<file path="src/rtl/mux4_rr_arbiter.sv">
// mux4_rr_arbiter
// Round-robin arbiter for four requesters driving a shared 4->1 mux. A
// requester that keeps its request high owns the mux for up to MAX_HOLD
// consecutive cycles before the grant rotates to the next waiting source.
// Grants appear one cycle after the request is sampled.
//
// Ports:
//   clk    rising-edge clock
//   rst    asynchronous active-high reset
//   req    request bit per source, bit i requests d<i>
//   d0..d3 source data, W bits each
//   sel    registered index of the current owner (holds while idle)
//   gnt    registered one-hot grant, zero when idle
//   valid  registered, high whenever gnt is nonzero
//   z      combinational mux output, d[sel] when valid else zero
module mux4_rr_arbiter #(
  parameter int W        = 1,
  parameter int MAX_HOLD = 4
) (
  input  logic         clk,
  input  logic         rst,
  input  logic [3:0]   req,
  input  logic [W-1:0] d0,
  input  logic [W-1:0] d1,
  input  logic [W-1:0] d2,
  input  logic [W-1:0] d3,
  output logic [1:0]   sel,
  output logic [3:0]   gnt,
  output logic         valid,
  output logic [W-1:0] z
);

  typedef enum logic {IDLE, GRANT} state_t;

  localparam logic [3:0] MAX_CNT = 4'(MAX_HOLD);

  state_t     state_reg;
  logic [1:0] last_reg;
  logic [3:0] hold_cnt_reg;

  // Round-robin search: first set bit of r starting at last+1, wrapping.
  // Result bit 2 flags that any bit was found; bits 1:0 are the index.
  function automatic logic [2:0] rr_pick(input logic [3:0] r, input logic [1:0] last);
    logic [2:0] res;
    logic [1:0] idx;
    res = 3'b000;
    // Walk from the farthest candidate to the nearest so the nearest wins.
    for (int k = 4; k >= 1; k--) begin
      idx = last + 2'(k);
      if (r[idx]) res = {1'b1, idx};
    end
    return res;
  endfunction

  logic [2:0] pick_all;
  logic [2:0] pick_oth;
  logic       new_grant;
  logic [1:0] new_owner;

  // While in GRANT, gnt is one-hot of the owner, so masking with ~gnt
  // drops the owner from the candidate set.
  assign pick_all = rr_pick(req, last_reg);
  assign pick_oth = rr_pick(req & ~gnt, last_reg);

  // Arbitration decision for the coming edge.
  always_comb begin
    new_grant = 1'b0;
    new_owner = pick_all[1:0];
    if (state_reg == IDLE) begin
      new_grant = pick_all[2];
    end else if (req[sel]) begin
      // Owner still requesting: only give up the mux once its hold budget
      // is spent and somebody else is actually waiting.
      if (hold_cnt_reg >= MAX_CNT && pick_oth[2]) begin
        new_grant = 1'b1;
        new_owner = pick_oth[1:0];
      end
    end else begin
      new_grant = pick_all[2];
    end
  end

  always_ff @(posedge clk or posedge rst) begin
    if (rst) begin
      state_reg    <= IDLE;
      gnt          <= 4'b0000;
      sel          <= 2'd0;
      valid        <= 1'b0;
      hold_cnt_reg <= 4'd0;
      last_reg     <= 2'd3;   // req[0] gets first priority after reset
    end else if (new_grant) begin
      state_reg    <= GRANT;
      gnt          <= 4'b0001 << new_owner;
      sel          <= new_owner;
      valid        <= 1'b1;
      last_reg     <= new_owner;
      hold_cnt_reg <= 4'd1;
    end else if (state_reg == GRANT) begin
      if (req[sel]) begin
        // Sole requester at its limit keeps the grant with a fresh budget.
        hold_cnt_reg <= (hold_cnt_reg >= MAX_CNT) ? 4'd1 : hold_cnt_reg + 4'd1;
      end else begin
        state_reg    <= IDLE;
        gnt          <= 4'b0000;
        valid        <= 1'b0;
        hold_cnt_reg <= 4'd0;
      end
    end
  end

  always_comb begin
    z = '0;
    if (valid) begin
      case (sel)
        2'd0:    z = d0;
        2'd1:    z = d1;
        2'd2:    z = d2;
        default: z = d3;
      endcase
    end
  end

endmodule
</file>
<file path="config.mk">
export PLATFORM = sky130hd
export DESIGN_NAME = mux4_rr_arbiter
export DESIGN_NICKNAME = d
export VERILOG_FILES = /design/src/rtl/mux4_rr_arbiter.sv
export SDC_FILE = /design/constraint.sdc
export NUM_CORES = 1
export LEC_CHECK = 0
export ABC_AREA = 1
export BUFFER_PORTS_ARGS = -buffer_cell sky130_fd_sc_hd__buf_2
export CAP_MARGIN = 15
export CORE_ASPECT_RATIO = 1.25
export CORE_MARGIN = 1
export CORE_UTILIZATION = 35
export DETAILED_ROUTE_END_ITERATION = 8
export GPL_ROUTABILITY_DRIVEN = 1
export HOLD_SLACK_MARGIN = 0.12
export SETUP_SLACK_MARGIN = 0.4
export SLEW_MARGIN = 0
export SYNTH_ARGS = -nofsm -noshare
export SYNTH_HDL_FRONTEND = slang
export SYNTH_SLANG_ARGS = --single-unit
</file>
<file path="constraint.sdc">
create_clock -name clk -period 1.9 [get_ports clk]
set_clock_uncertainty 0.2 [all_clocks]
set_input_delay 0.38 -clock clk [delete_from_list [all_inputs] [get_ports clk]]
set_output_delay 0.38 -clock clk [all_outputs]
set_load 0.02 [all_outputs]
</file>
==> impl_summary.log <==
[metrics] clock tree from TritonCTS: yes
[metrics] cell type with the highest aggregate area in the netlist: sky130_fd_sc_hd__dfrtp_1
[metrics] WP depth: 10
[metrics] r2r setup slk: -0.11 ns
[metrics] total power density per cell area: about 2100 nW/um^2
[metrics] critical path fanouts, max: 11
[metrics] Worst path slowest cell: sky130_fd_sc_hd__dfstp_2
[metrics] violated checks: setup timing
[metrics] worst reg-to-reg path cell count: 10
[metrics] Root Buffer Master: sky130_fd_sc_hd__clkbuf_8
[metrics] full die area: roughly 3600 sq um
[metrics] buffers from clock root to sink, at most: 2
[metrics] post-synthesis area per instance: 6.58 sq um
[metrics] DPL Wire Length: around 2.3 mm
[metrics] core box area: roughly 3200 sq um
[metrics] number of cells produced by synthesis: 178
[metrics] ratio of routed vias to standard cells: roughly 4.7
[metrics] largest cells by area after synthesis: sky130_fd_sc_hd__dfrtp_1, sky130_fd_sc_hd__nand2_1, sky130_fd_sc_hd__nand3_1, sky130_fd_sc_hd__nand2_2, sky130_fd_sc_hd__inv_1
[metrics] achievable clock frequency: slightly below 0.5 GHz
[metrics] min Tclk post-route: 2.01 ns
[metrics] number of I/O pins: 18
[metrics] gpl congestion: ~0.84
[metrics] wire length of the first global-routing pass: roughly 5.5 mm
[metrics] clock sinks: 14
[metrics] commonest cells in the netlist: sky130_fd_sc_hd__nand2_1, sky130_fd_sc_hd__nand3_1, sky130_fd_sc_hd__inv_1
[metrics] leading cell type by number of instances after synthesis: sky130_fd_sc_hd__nand2_1
[metrics] nature of the critical path endpoint: register
[metrics] accumulated negative setup slack: -0.657 ns
[metrics] number of DRC violations after detailed-routing iteration 0: 3
[metrics] DRT antenna net count: 0
[metrics] maximum number of pins on one net before global-route repair: 15
[metrics] total routing resource utilization after global routing: 20.8%
[metrics] most used flip-flop cell after synthesis: sky130_fd_sc_hd__dfrtp_1
[metrics] Worst Hold Depth: 2
[metrics] Clock Latency Late Sink: 0.24 ns
[metrics] crit-path cells: inv_6 -> nand3_2 -> nand2_2 -> nor2_4 -> nand2_4 -> nand2_4 -> nand2_4 -> nand2_8 -> inv_4 -> a211o_1
[metrics] final net count: 237
[metrics] run status: complete, but fails checks
[metrics] Hold Fails Final Rpt: 0
[metrics] count of flip-flops with a built-in enable after synthesis: 0
[metrics] detailed-routing iteration count for the pre-antenna-repair pass: 4
[metrics] Tightest Pin Transition: 0.533 ns
[metrics] fin worst setup slack: -0.113 ns
[metrics] unrepaired setup endpoints after global routing: true
[metrics] number of distinct library cell variants in the gate-level netlist after synthesis: 24
[metrics] synth warn: 0
[metrics] antenna diode instance count: 0
[metrics] worst rel slew slack: about 64%
[metrics] quantity of I/O buffers inserted on ports: 17
[metrics] DRC violation count after routing: 0
[metrics] Post-Synthesis Cell Area: 1170 sq um
[metrics] critical path class: register to register
[metrics] Setup crit start kind: register
[metrics] Chip Height: between 60 and 70 microns
[metrics] type of the tightest min-delay check: register to register
[metrics] via count of the first global-routing pass: roughly 1300
[metrics] clock buffer count from CTS: 3
[metrics] worst path bufs/invs: 2
[metrics] Clock transition at path regs: 0.06 ns
[metrics] CP Data Arrival Time: 1.94 ns
[metrics] effective utilization at floorplan: a little over a third
[metrics] CP peak stage delay: 0.64 ns
[metrics] WL per Instance: 11.8 microns
[metrics] leftover overflow at the end of global routing: 0
[metrics] part of the cycle the worst path needs: 106%
[metrics] share of the core filled with cells: 54.4%
[metrics] part of the Yosys area used for sequential elements: 30.1%
[metrics] net count after synthesis: 189
[metrics] max-capacitance violation count: 0
[metrics] Area Overhead vs Synth: 48.4%
[metrics] initial antenna violation count: 0
[metrics] filler cell count in the final layout: 295
[metrics] number of placement rows: 23
[metrics] portion of synthesized cell area occupied by the leading cell type: about 26%
[metrics] share of final-layout standard cells stronger than drive strength 1: 49.3%
[metrics] family with the most delay on the worst path: simple AND/OR/NAND/NOR gates
[metrics] via count: 1227
[metrics] required time at the endpoint of the critical path: around 1.8 ns
[metrics] number of pins with negative max-slew slack in the final report: 0
[metrics] Worst path most repeated cell: sky130_fd_sc_hd__nand2_4
[metrics] setup-violating endpoint count in the final report: 13
[metrics] static leakage power: between 0.9 and 1 nW
[metrics] aggregate routed wire length: 3.10 mm
[metrics] fraction of synthesis flops using an asynchronous set or reset pin: between 90% and 100%
[metrics] Max IR drop VDD: 1.33 mV
[metrics] die width: 53.7 microns
[metrics] maximum level of the CTS H-tree: 1
[metrics] synthesis-stage register bit count: 14
-- worst paths after layout --
path | from | end
worst max-delay path | last_reg[0] | hold_cnt_reg[0]
worst min-delay path | hold_cnt_reg[2] | hold_cnt_reg[2]
worst max register to register | last_reg[0] | hold_cnt_reg[0]
worst min register to register | hold_cnt_reg[2] | hold_cnt_reg[2]
max in group asynchronous | rst | sel[1]
min in group asynchronous | rst | gnt[2]
-- timing repair --
| item | in CTS | in global routing |
|---|---|---|
| hold buffers | 1 | 0 |
| setup endpoints to repair | 15 | 16 |
| hold endpoints to repair | 12 | 0 |
| setup buffers | 4 | 1 |
| gates resized for setup | 29 | 18 |
| pin swaps | 6 | 13 |
-- cell type report --
type / count / area [sq um] / area share (%)
multi-input combinational: 139 / 872 / 50.2
sequential: 14 / 355 / 20.4
timing repair buffer: 45 / 325 / 18.7
inverter: 23 / 93.8 / 5.40
tap: 37 / 46.3 / 2.66
clock buffer: 4 / 45.0 / 2.59
-- cell families after synthesis --
family / share of synthesized area [%]
buf+inv: 10.0
simple gates: 52.7
flops: 30.1
fa+ha+maj: 1.07
compound gates: 6.09
-- layer usage --
metal  wire length (microns)  GRT usage (%)  vias up
met2                    1630           37.8        9
met5                       0              0        -
met4                      59           5.92        0
met3                      31           2.05        7
met1                    1380           24.7      553
li1                        -              -      658
-- power breakdown --
part	leakage [nW]	internal, W	switching (W)
clock network	0.0228	0.000148	0.000100
logic	0.739	0.00116	0.00167
registers	0.167	0.000453	0.000129
total	0.928	0.00176	0.00190
-- layout by cell type, fill, tap and decap left out, types with 2 or more instances in the layout --
cell	instances
sky130_fd_sc_hd__nand2_4	7
sky130_fd_sc_hd__nand4_1	2
sky130_fd_sc_hd__inv_2	6
sky130_fd_sc_hd__a21oi_1	3
sky130_fd_sc_hd__dfrtp_1	10
sky130_fd_sc_hd__buf_6	6
sky130_fd_sc_hd__clkbuf_8	3
sky130_fd_sc_hd__dfrtp_2	2
sky130_fd_sc_hd__nand3_2	11
sky130_fd_sc_hd__nand3_1	14
sky130_fd_sc_hd__a21oi_2	2
sky130_fd_sc_hd__dfstp_2	2
sky130_fd_sc_hd__nand2_2	19
sky130_fd_sc_hd__buf_2	15
sky130_fd_sc_hd__o21ai_0	2
sky130_fd_sc_hd__buf_4	23
sky130_fd_sc_hd__nand2_1	58
sky130_fd_sc_hd__inv_1	15
sky130_fd_sc_hd__nand3_4	3
sky130_fd_sc_hd__nor2_1	4
sky130_fd_sc_hd__nor2_4	6
-- per-stage QoR --
| step | instance area [sq um] | power [W] | std cells | hold WS, ns | worst slack [ns] |
|---|---|---|---|---|---|
| finish | 1740 | 0.00367 | 262 | 0.302 | -0.113 |
| global route | 1740 | 0.00401 | 262 | 0.327 | -0.220 |
| CTS | 1650 | 0.00348 | 261 | 0.308 | -0.0535 |
| detailed placement | 1460 | 0.00291 | 252 | 0.244 | -0.112 |
| global placement | 1460 | 0.00290 | 252 | 0.238 | -0.112 |
| floorplan | 1190 | 0.00221 | 178 | 0.0677 | -0.0134 |
-- worst reg2reg max path: cells and delay by family (launching register included) --
kind,cells,cell delay (ns)
buffers and inverters,2,0.16
flip-flops,1,0.64
AO/OA/AOI/OAI,1,0.22
AND/OR/NAND/NOR,7,0.66
Note: power is estimated with default switching activity, not from simulation.
